==> src/rtl/sim_ctrl.sv <==
// sim_ctrl: MMIO halt/exit/signature/console/cycle window
// with a hardware signature dump engine and console FIFO.
module sim_ctrl #(
  parameter logic [31:0] BASE      = 32'h20000000,
  parameter int unsigned TIMEOUT   = 0,
  parameter int unsigned CON_DEPTH = 16,
  parameter int unsigned MEM_AW    = 30
) (
  input  logic              clock,
  input  logic              reset,
  input  logic              store,
  input  logic              load,
  input  logic [31:0]       address,
  input  logic [31:0]       store_data,
  output logic [31:0]       load_data,
  output logic              hit,
  output logic              mem_re,
  output logic [MEM_AW-1:0] mem_raddr,
  input  logic [31:0]       mem_rdata,
  output logic              dump_valid,
  input  logic              dump_ready,
  output logic [31:0]       dump_data,
  output logic              con_valid,
  input  logic              con_ready,
  output logic [7:0]        con_data,
  output logic              halted,
  output logic              done,
  output logic [30:0]       exit_code,
  output logic              pass
);

  localparam int CW = $clog2(CON_DEPTH);
  localparam logic [31:0] TMO_LAST = 32'(TIMEOUT) - 32'd1;
  localparam bit TMO_EN = (TIMEOUT != 0);

  typedef enum logic [2:0] {
    RUN, RD, WAIT, OUT, DONE
  } state_t;

  state_t      r_state;
  logic [31:0] r_cycle;
  logic [31:0] r_sig_beg;
  logic [31:0] r_sig_end;
  logic [29:0] r_ptr;
  logic [31:0] r_dump;
  logic [31:0] r_ldata;
  logic        r_hit;
  logic        r_halted;
  logic        r_done;
  logic        r_tmo;
  logic        r_ovf;
  logic [30:0] r_exit;
  logic [7:0]  r_fifo [CON_DEPTH];
  logic [CW:0] r_wp;
  logic [CW:0] r_rp;

  logic        w_hit;
  logic [2:0]  w_off;
  logic        w_wr;
  logic        w_halt_wr;
  logic        w_tmo_ev;
  logic        w_halt_ev;
  logic [29:0] w_beg_w;
  logic [29:0] w_end_w;
  logic [29:0] w_ptr_nx;
  logic        w_full;
  logic        w_empty;
  logic        w_push;
  logic        w_pop;
  logic        w_acc;
  logic [31:0] w_rd;

  assign w_hit     = (address[31:5] == BASE[31:5]);
  assign w_off     = address[4:2];
  assign w_wr      = store && w_hit && (address[1:0] == 2'b00)
                     && !r_halted;
  assign w_halt_wr = w_wr && (w_off == 3'd0) && store_data[0];
  assign w_tmo_ev  = (r_state == RUN) && TMO_EN
                     && (r_cycle == TMO_LAST);
  assign w_halt_ev = (r_state == RUN) && (w_halt_wr || w_tmo_ev);
  assign w_beg_w   = r_sig_beg[31:2];
  assign w_end_w   = r_sig_end[31:2];
  assign w_ptr_nx  = r_ptr + 30'd1;

  assign w_empty = (r_wp == r_rp);
  assign w_full  = (r_wp[CW] != r_rp[CW])
                   && (r_wp[CW-1:0] == r_rp[CW-1:0]);
  assign w_push  = w_wr && (w_off == 3'd3);
  assign w_pop   = !w_empty && con_ready;
  assign w_acc   = w_push && (!w_full || w_pop);

  always_comb begin
    w_rd = 32'd0;
    unique case (w_off)
      3'd1:    w_rd = r_sig_beg;
      3'd2:    w_rd = r_sig_end;
      3'd4:    w_rd = r_cycle;
      3'd5:    w_rd = {27'd0, r_ovf, r_tmo, r_done, r_halted, 1'b1};
      default: w_rd = 32'd0;
    endcase
  end

  // storage needs no reset: emptiness is carried by the pointers
  always_ff @(posedge clock) begin
    if (w_acc) r_fifo[r_wp[CW-1:0]] <= store_data[7:0];
  end

  always_ff @(posedge clock) begin
    if (reset) begin
      r_state   <= RUN;
      r_cycle   <= '0;
      r_sig_beg <= '0;
      r_sig_end <= '0;
      r_ptr     <= '0;
      r_dump    <= '0;
      r_ldata   <= '0;
      r_hit     <= 1'b0;
      r_halted  <= 1'b0;
      r_done    <= 1'b0;
      r_tmo     <= 1'b0;
      r_ovf     <= 1'b0;
      r_exit    <= '0;
      r_wp      <= '0;
      r_rp      <= '0;
    end else begin
      r_hit   <= (load || store) && w_hit;
      r_ldata <= (load && w_hit) ? w_rd : 32'd0;
      if (w_wr && (w_off == 3'd1)) r_sig_beg <= store_data;
      if (w_wr && (w_off == 3'd2)) r_sig_end <= store_data;
      if (w_acc) r_wp <= r_wp + {{CW{1'b0}}, 1'b1};
      if (w_pop) r_rp <= r_rp + {{CW{1'b0}}, 1'b1};
      if (w_push && w_full && !w_pop) r_ovf <= 1'b1;
      unique case (r_state)
        RUN: begin
          if (w_halt_ev) begin
            r_halted <= 1'b1;
            r_ptr    <= w_beg_w;
            if (w_tmo_ev) begin
              r_tmo  <= 1'b1;
              r_exit <= '1;
            end else begin
              r_exit <= store_data[31:1];
            end
            r_state <= (w_beg_w < w_end_w) ? RD : DONE;
          end else begin
            r_cycle <= r_cycle + 32'd1;
          end
        end
        RD:   r_state <= WAIT;
        WAIT: begin
          r_dump  <= mem_rdata;
          r_state <= OUT;
        end
        OUT: begin
          if (dump_ready) begin
            r_ptr   <= w_ptr_nx;
            r_state <= (w_ptr_nx < w_end_w) ? RD : DONE;
          end
        end
        DONE:    r_done <= 1'b1;
        default: r_state <= RUN;
      endcase
    end
  end

  assign load_data  = r_ldata;
  assign hit        = r_hit;
  assign mem_re     = (r_state == RD);
  assign mem_raddr  = r_ptr[MEM_AW-1:0];
  assign dump_valid = (r_state == OUT);
  assign dump_data  = r_dump;
  assign con_valid  = !w_empty;
  assign con_data   = w_empty ? 8'd0 : r_fifo[r_rp[CW-1:0]];
  assign halted     = r_halted;
  assign done       = r_done;
  assign exit_code  = r_exit;
  assign pass       = r_done && (r_exit == 31'd0) && !r_tmo;

endmodule

==> config.mk <==
export PLATFORM = sky130hd
export DESIGN_NAME = sim_ctrl
export DESIGN_NICKNAME = d
export VERILOG_FILES = /design/src/rtl/sim_ctrl.sv
export SDC_FILE = /design/constraint.sdc
export NUM_CORES = 1
export LEC_CHECK = 0
export ABC_AREA = 0
export CAP_MARGIN = 15
export CORE_MARGIN = 4
export CORE_UTILIZATION = 55
export CTS_BUF_LIST = sky130_fd_sc_hd__clkbuf_4 sky130_fd_sc_hd__clkbuf_8
export DETAILED_ROUTE_END_ITERATION = 10
export GPL_ROUTABILITY_DRIVEN = 1
export HOLD_SLACK_MARGIN = 0.1
export PLACE_DENSITY = 0.81
export SYNTH_ARGS = -nofsm -noshare
export SYNTH_HDL_FRONTEND = slang
export SYNTH_SLANG_ARGS = --single-unit
==> constraint.sdc <==
create_clock -name clock -period 4.1 [get_ports clock]
set_input_delay 0.615 -clock clock [delete_from_list [all_inputs] [get_ports clock]]
set_output_delay 0.615 -clock clock [all_outputs]
set_load 0.02 [all_outputs]
==> qor.yml, run 1 <==
timing:
  hold_violations: 0
  setup-tns-final_ns: 0
  fmax_ghz: 0.256
  worst_pin_slew_ns: 1.05
  skew_ns: 0.0247
  period_share_pct: 95.2
  slew_viol_final: 0
  rsz0062_at_grt: "no"
  max_slew_margin_pct: 29.6
  whs_ns: 0.432
  period_needed_ns: 3.90
  setup_slack_ns: 0.198
  final-setup-viol-count: 0
layout:
  antennaDiodeCount: 0
  drive_gt1_share_pct: 9.15
  design_area_um2: 20600
  syn_to_final_growth_pct: 24.3
  fillerInstances: 2224
  nNetsFinal: 2124
  final_cells: 2390
worst_hold_path:
  worstHoldPathType: "input port to flop"
floorplan:
  dieHeight_um: 182
  die-area_um2: 33000
  ioPinCount: 242
  num_rows: 63
  start_util_pct: 55.9
  core_area_um2: 29600
  fp.dieW_um: 182
cts:
  tritoncts: "done"
  cts_setup_buffers: 0
  cts_buffers: 57
  cts_hold_buf: 0
  cts_sinks: 370
  cts_htree_levels: 2
  clock_latency_ns: 0.61
  cts_root_buffer: "clkbuf_8"
  cts_buffer_depth: 3
  postCtsResizedCells: 0
  clkSlewWorstSetupHoldPaths_ns: 0.06
synthesis:
  synth_cells: 1723
  synthFlopType: "dfxtp_1"
  syn-num-nets: 1891
  synth_seq_cells: 370
  synth_top_cells_by_area: "dfxtp_1 29%, edfxtp_1 23%, nand2_1 7.3%, a21oi_1 6.6%, ha_1 5.0%"
  syn_area_um2: 16600
  yosys_warnings: 0
  yosysTopAreaCellShare_pct: 29.3
  yosys-top-cells-count: "323 x nand2_1, 242 x dfxtp_1, 217 x a21oi_1, 169 x nor2_1, 128 x edfxtp_1"
  seq_area_frac_synth_pct: 52.5
  synth.distinct_cells: 59
  synth_most_common_cell: "nand2_1"
  yosysTopAreaCell: "dfxtp_1"
  syn_avg_cell_area_um2: 9.61
  synthArstFlopShare_pct: 0
  synth_edf_count: 128
global_routing:
  grt_antenna_before_repair: 0
  overflow: 0
  grt_pass1_vias: 13790
  grt_usage_pct: 28.1
  grt_pass1_wl_mm: 74.5
  grt_max_degree: 78
worst_setup_path:
  cp_top_family: "buffers and inverters"
  cp-start-kind: "flop"
  path_cells: "buf_4 -> mux4_2 -> mux2i_1 -> a211oi_1 -> clkdlybuf4s50_1"
  arrival_ns: 3.29
  worst_path_max_delay_cell: "dfxtp_2"
  required_ns: 3.48
  critPathKind: "flop to output pin"
  cp_slowest_stage_delay_ns: 0.76
  crit_buf_inv: 2
  end_kind: "output pin"
  worstPathMaxFanout: 19
status:
  outcome: "complete, no violations"
routing:
  num_vias: 14059
  via_per_inst: 5.88
  drt_iter0_drc: 1508
  drt-total-wl_mm: 47.9
  firstDrtPassIters: 5
  drc_errors: 0
  postRouteAntennaNets: 0
  routedWlPerCell_um: 20.0
flow_run:
  maxCapViolations: 0
placed_design:
  dp_slack_ns: 0.292
  io_buffers: 241
  dpl_cell_area_um2: 19300
  dpl.hpwl_mm: 33.4
  routabilityCongestion: 0.887
  placedCellCount: 2286
power_and_ir_drop:
  peakVddDrop_mv: 0.235
  p_leak_nw: 6.93
  powerDensity_nw_per_um2: 350
-- area by class of cell --
cell class              count  area [µm²]  area share, %
well taps                 390         488           2.37
repair buffers            277        2710           13.2
inverters                  42         158          0.766
multi-input cells        1208        7330           35.6
clock buffers              94        1160           5.61
flip-flops and latches    370        8690           42.2
clock inverters             9        60.1          0.292
-- worst paths after layout --
check                                            endpoint  slack, ns                 startpoint  depth (start not counted)
worst max-delay path                          con_data[0]       0.20                       flop                          5
worst min-delay path                    done$_SDFFE_PP0N_       0.43                      reset                          2
worst max register to register    r_state[2]$_SDFFE_PP0P_       0.52  mem_raddr[2]$_SDFFE_PP0P_                         14
worst min register to register  r_sig_beg[0]$_SDFFE_PP0P_       0.45  r_sig_beg[0]$_SDFFE_PP0P_                          2
-- where the power goes --
group	internal, mW	switching (mW)
sequential	3.79	0.00408
clock	1.78	1.41
combinational	0.100	0.127
total	5.67	1.54
-- worst register-to-register path: stages (launching register included) --
cell	delay [ns]
dfxtp_1	0.45
and4_1	0.34
nand2_1	0.18
nor4_2	0.30
buf_4	0.22
nand4_1	0.12
xnor2_1	0.23
ha_1	0.29
nand4_1	0.17
nor2_1	0.07
a221oi_1	0.27
o21ai_0	0.17
o21ai_0	0.33
nand2_1	0.10
a32o_1	0.24
-- cells in the final DEF (no fill, tap or decap), drive strengths merged, types with 41 or more instances in the layout --
cell type and n:
a21oi 218, clkbuf 94, clkdlybuf4s50 240, dfxtp 242
edfxtp 128, ha 66, inv 44, nand2 324
nor2 169, xnor2 41
-- cell families after synthesis --
group	Yosys count	synth area share, %
compound gates	342	11.9
xor+xnor	66	3.49
fa+ha+maj	66	4.99
buf+inv	145	3.37
flops	370	52.5
mux	45	5.14
simple gates	689	18.6
-- metrics by stage --
step | power [mW] | utilization [%]
floorplan | 3.94 | -
global route | 7.46 | 69.5
CTS | 7.26 | 69.4
global placement | 4.10 | 65.2
finish | 7.22 | 69.5
detailed placement | 4.10 | 65.3
-- state kept, by name, indices dropped and copies added (netlist names), 30 cells and up, named ones only --
name	cells
load_data	32
r_sig_beg	32
exit_code	31
mem_raddr	30
r_sig_end	32
r_fifo	128
dump_data	32
r_cycle	32
-- layer usage --
metal | part of all wire (%) | vias to the layer above | track usage, %
li1 | - | 6556 | -
met1 | 37 | 6676 | 33.7
met2 | 51 | 678 | 49.4
met3 | 6.9 | 149 | 4.23
met4 | 5.4 | 0 | 13.6
met5 | 0 | - | 0
(Power assumes the default switching activity.)
==> inputs of run 2 (changes only) <==
Settings changed: CAP_MARGIN 15 to 30, HOLD_SLACK_MARGIN 0.1 to not set.
==> run 2 against run 1 <==
Against the previous run:
- clock skew decreased by 0.0076 ns
- register-to-register slack got worse by 0.04 ns
- power decreased by 1.0%
- global-route usage decreased by 0.17 points
- largest cell class unchanged
- sequential share of layout area increased by 0.090 points
- combinational power about the same
- critical path type unchanged
- cell area decreased by 0.21%
- clock power decreased by 2%
- maximum frequency decreased by 0.58%
- count of clock-buffer cells in the layout decreased by 9
==> qor.yml, run 2 (synthesis gave the netlist of run 1 again) <==
status:
  outcome: "complete, no violations"
worst_setup_path:
  r2r_slack_ns: 0.48
  critPathKind: "flop to output pin"
  crit_buf_inv: 2
  rr_worst_depth: 13
  required_ns: 3.48
  worstSetupEndpoint: "con_data[0]"
  rr_endpoint: "r_state[2]$_SDFFE_PP0P_"
  path_cells: "buf_4 -> mux4_2 -> mux2i_1 -> a211oi_1 -> clkdlybuf4s50_1"
  cp_slowest_stage_delay_ns: 0.76
  cp-start-kind: "flop"
  critical_path_depth: 5
  worstPathMaxFanout: 19
  worst_path_max_delay_cell: "dfxtp_2"
  arrival_ns: 3.31
  end_kind: "output pin"
  reg2reg_from: "mem_raddr[2]$_SDFFE_PP0P_"
  cp_top_family: "buffers and inverters"
layout:
  nNetsFinal: 2124
  antennaDiodeCount: 0
  mostFrequentLayoutCells: "322 x nand2_1, 241 x dfxtp_1, 240 x clkdlybuf4s50_1"
  drive_gt1_share_pct: 8.90
  fillerInstances: 2256
  mostFrequentLayoutCell: "nand2_1"
  seq_area_um2: 8690
  syn_to_final_growth_pct: 24.1
  largest_reg_flops: 128
  multiInputGateArea_um2: 7330
floorplan:
  ioPinCount: 242
  dieHeight_um: 182
  die-area_um2: 33000
  fp.dieW_um: 182
  num_rows: 63
  start_util_pct: 55.9
  core_area_um2: 29600
cts:
  clock_latency_ns: 0.60
  cts_buffers: 57
  cts_root_buffer: "clkbuf_8"
  postCtsResizedCells: 0
  cts_htree_levels: 2
  cts_sinks: 370
  clkSlewWorstSetupHoldPaths_ns: 0.06
  tritoncts: "done"
  cts_hold_buf: 0
  cts_buffer_depth: 3
  cts_setup_buffers: 0
timing:
  hold_violations: 0
  period_share_pct: 95.7
  rsz0062_at_grt: "no"
  skew_ns: 0.0171
  max_slew_margin_pct: 29.5
  worst_pin_slew_ns: 1.05
  period_needed_ns: 3.92
  fmax_ghz: 0.255
  setup-tns-final_ns: 0
  slew_viol_final: 0
  final-setup-viol-count: 0
global_routing:
  overflow: 0
  grt_usage_pct: 27.9
  grt_antenna_before_repair: 0
  grt_pass1_vias: 13782
  grt_max_degree: 78
  grt_pass1_wl_mm: 74.0
worst_hold_path:
  hold_start: "reset"
  worstHoldPathType: "input port to flop"
placed_design:
  io_buffers: 241
  routabilityCongestion: 0.887
  dpl.hpwl_mm: 33.5
power_and_ir_drop:
  powerDensity_nw_per_um2: 348
  p_leak_nw: 6.91
  peakVddDrop_mv: 0.244
  total_power_mw: 7.14
routing:
  routedWlPerCell_um: 19.9
  via_per_inst: 5.87
  firstDrtPassIters: 6
  drt_iter0_drc: 1415
  num_vias: 14040
  postRouteAntennaNets: 0
  drc_errors: 0
  drt-total-wl_mm: 47.5
flow_run:
  maxCapViolations: 0
[run 2: cell count changes in the layout (fill, tap and decap cells not counted), sizes merged]
cell	change
clkinv	+9
bufinv	+1
clkbuf	-9
[run 2: final cells by class]
cell class,instances,share of cell area [%]
inverter,42,0.767
clock inverter,19,0.621
clock buffer,85,5.08
sequential,370,42.3
multi-input combinational,1208,35.7
timing repair buffer,277,13.2
tap,390,2.37
[run 2: per-stage QoR]
stage / cells / setup WS (ns) / util [%] / hold slack, ns / cell area [µm²]
floorplan: 1723 / 0.861 / - / 0.429 / 16600
finish: 2391 / 0.176 / 69.3 / 0.419 / 20500
CTS: 2391 / 0.146 / 69.3 / 0.425 / 20500
detailed placement: 2287 / 0.290 / 65.4 / 0.443 / 19400
global route: 2391 / 0.0254 / 69.3 / 0.455 / 20500
global placement: 2285 / 0.468 / 65.2 / 0.435 / 19300
[run 2: worst register-to-register path, cell delays in order (launching register included)]
cell,delay [ns]
dfxtp_1,0.46
and4_1,0.34
nand2_1,0.18
nor3_1,0.51
nand3_1,0.17
xnor2_1,0.25
ha_1,0.28
nand4_1,0.15
nor2_1,0.08
a221oi_1,0.27
o21ai_0,0.16
o21ai_0,0.32
nand2_1,0.10
a32o_1,0.24
[run 2: how the worst min path moves through the flow]
stage | end | slack, ns | cells past startpoint
5_1_grt | r_cycle[7]$_SDFFE_PP0P_ | 0.46 | 2
6_report | done$_SDFFE_PP0N_ | 0.42 | 2
3_5_place_dp | r_sig_beg[0]$_SDFFE_PP0P_ | 0.44 | 2
4_1_cts | done$_SDFFE_PP0N_ | 0.43 | 2
3_3_place_gp | r_sig_beg[0]$_SDFFE_PP0P_ | 0.44 | 2
2_1_floorplan | r_sig_beg[0]$_SDFFE_PP0P_ | 0.43 | 2
[run 2: per-layer routing]
| layer | share of wire, % | GRT usage, % |
|---|---|---|
| met1 | 38 | 33.5 |
| met2 | 50 | 48.2 |
| met3 | 6.6 | 4.17 |
| met4 | 6.1 | 15.6 |
| met5 | 0 | 0 |
[run 2: where the power goes]
group	switching [mW]	total [mW]	internal [mW]	leakage, nW
Sequential	0.00418	3.80	3.79	3.10
Clock	1.42	3.12	1.70	0.624
Combinational	0.126	0.226	0.0999	3.19
Total	1.55	7.14	5.59	6.91
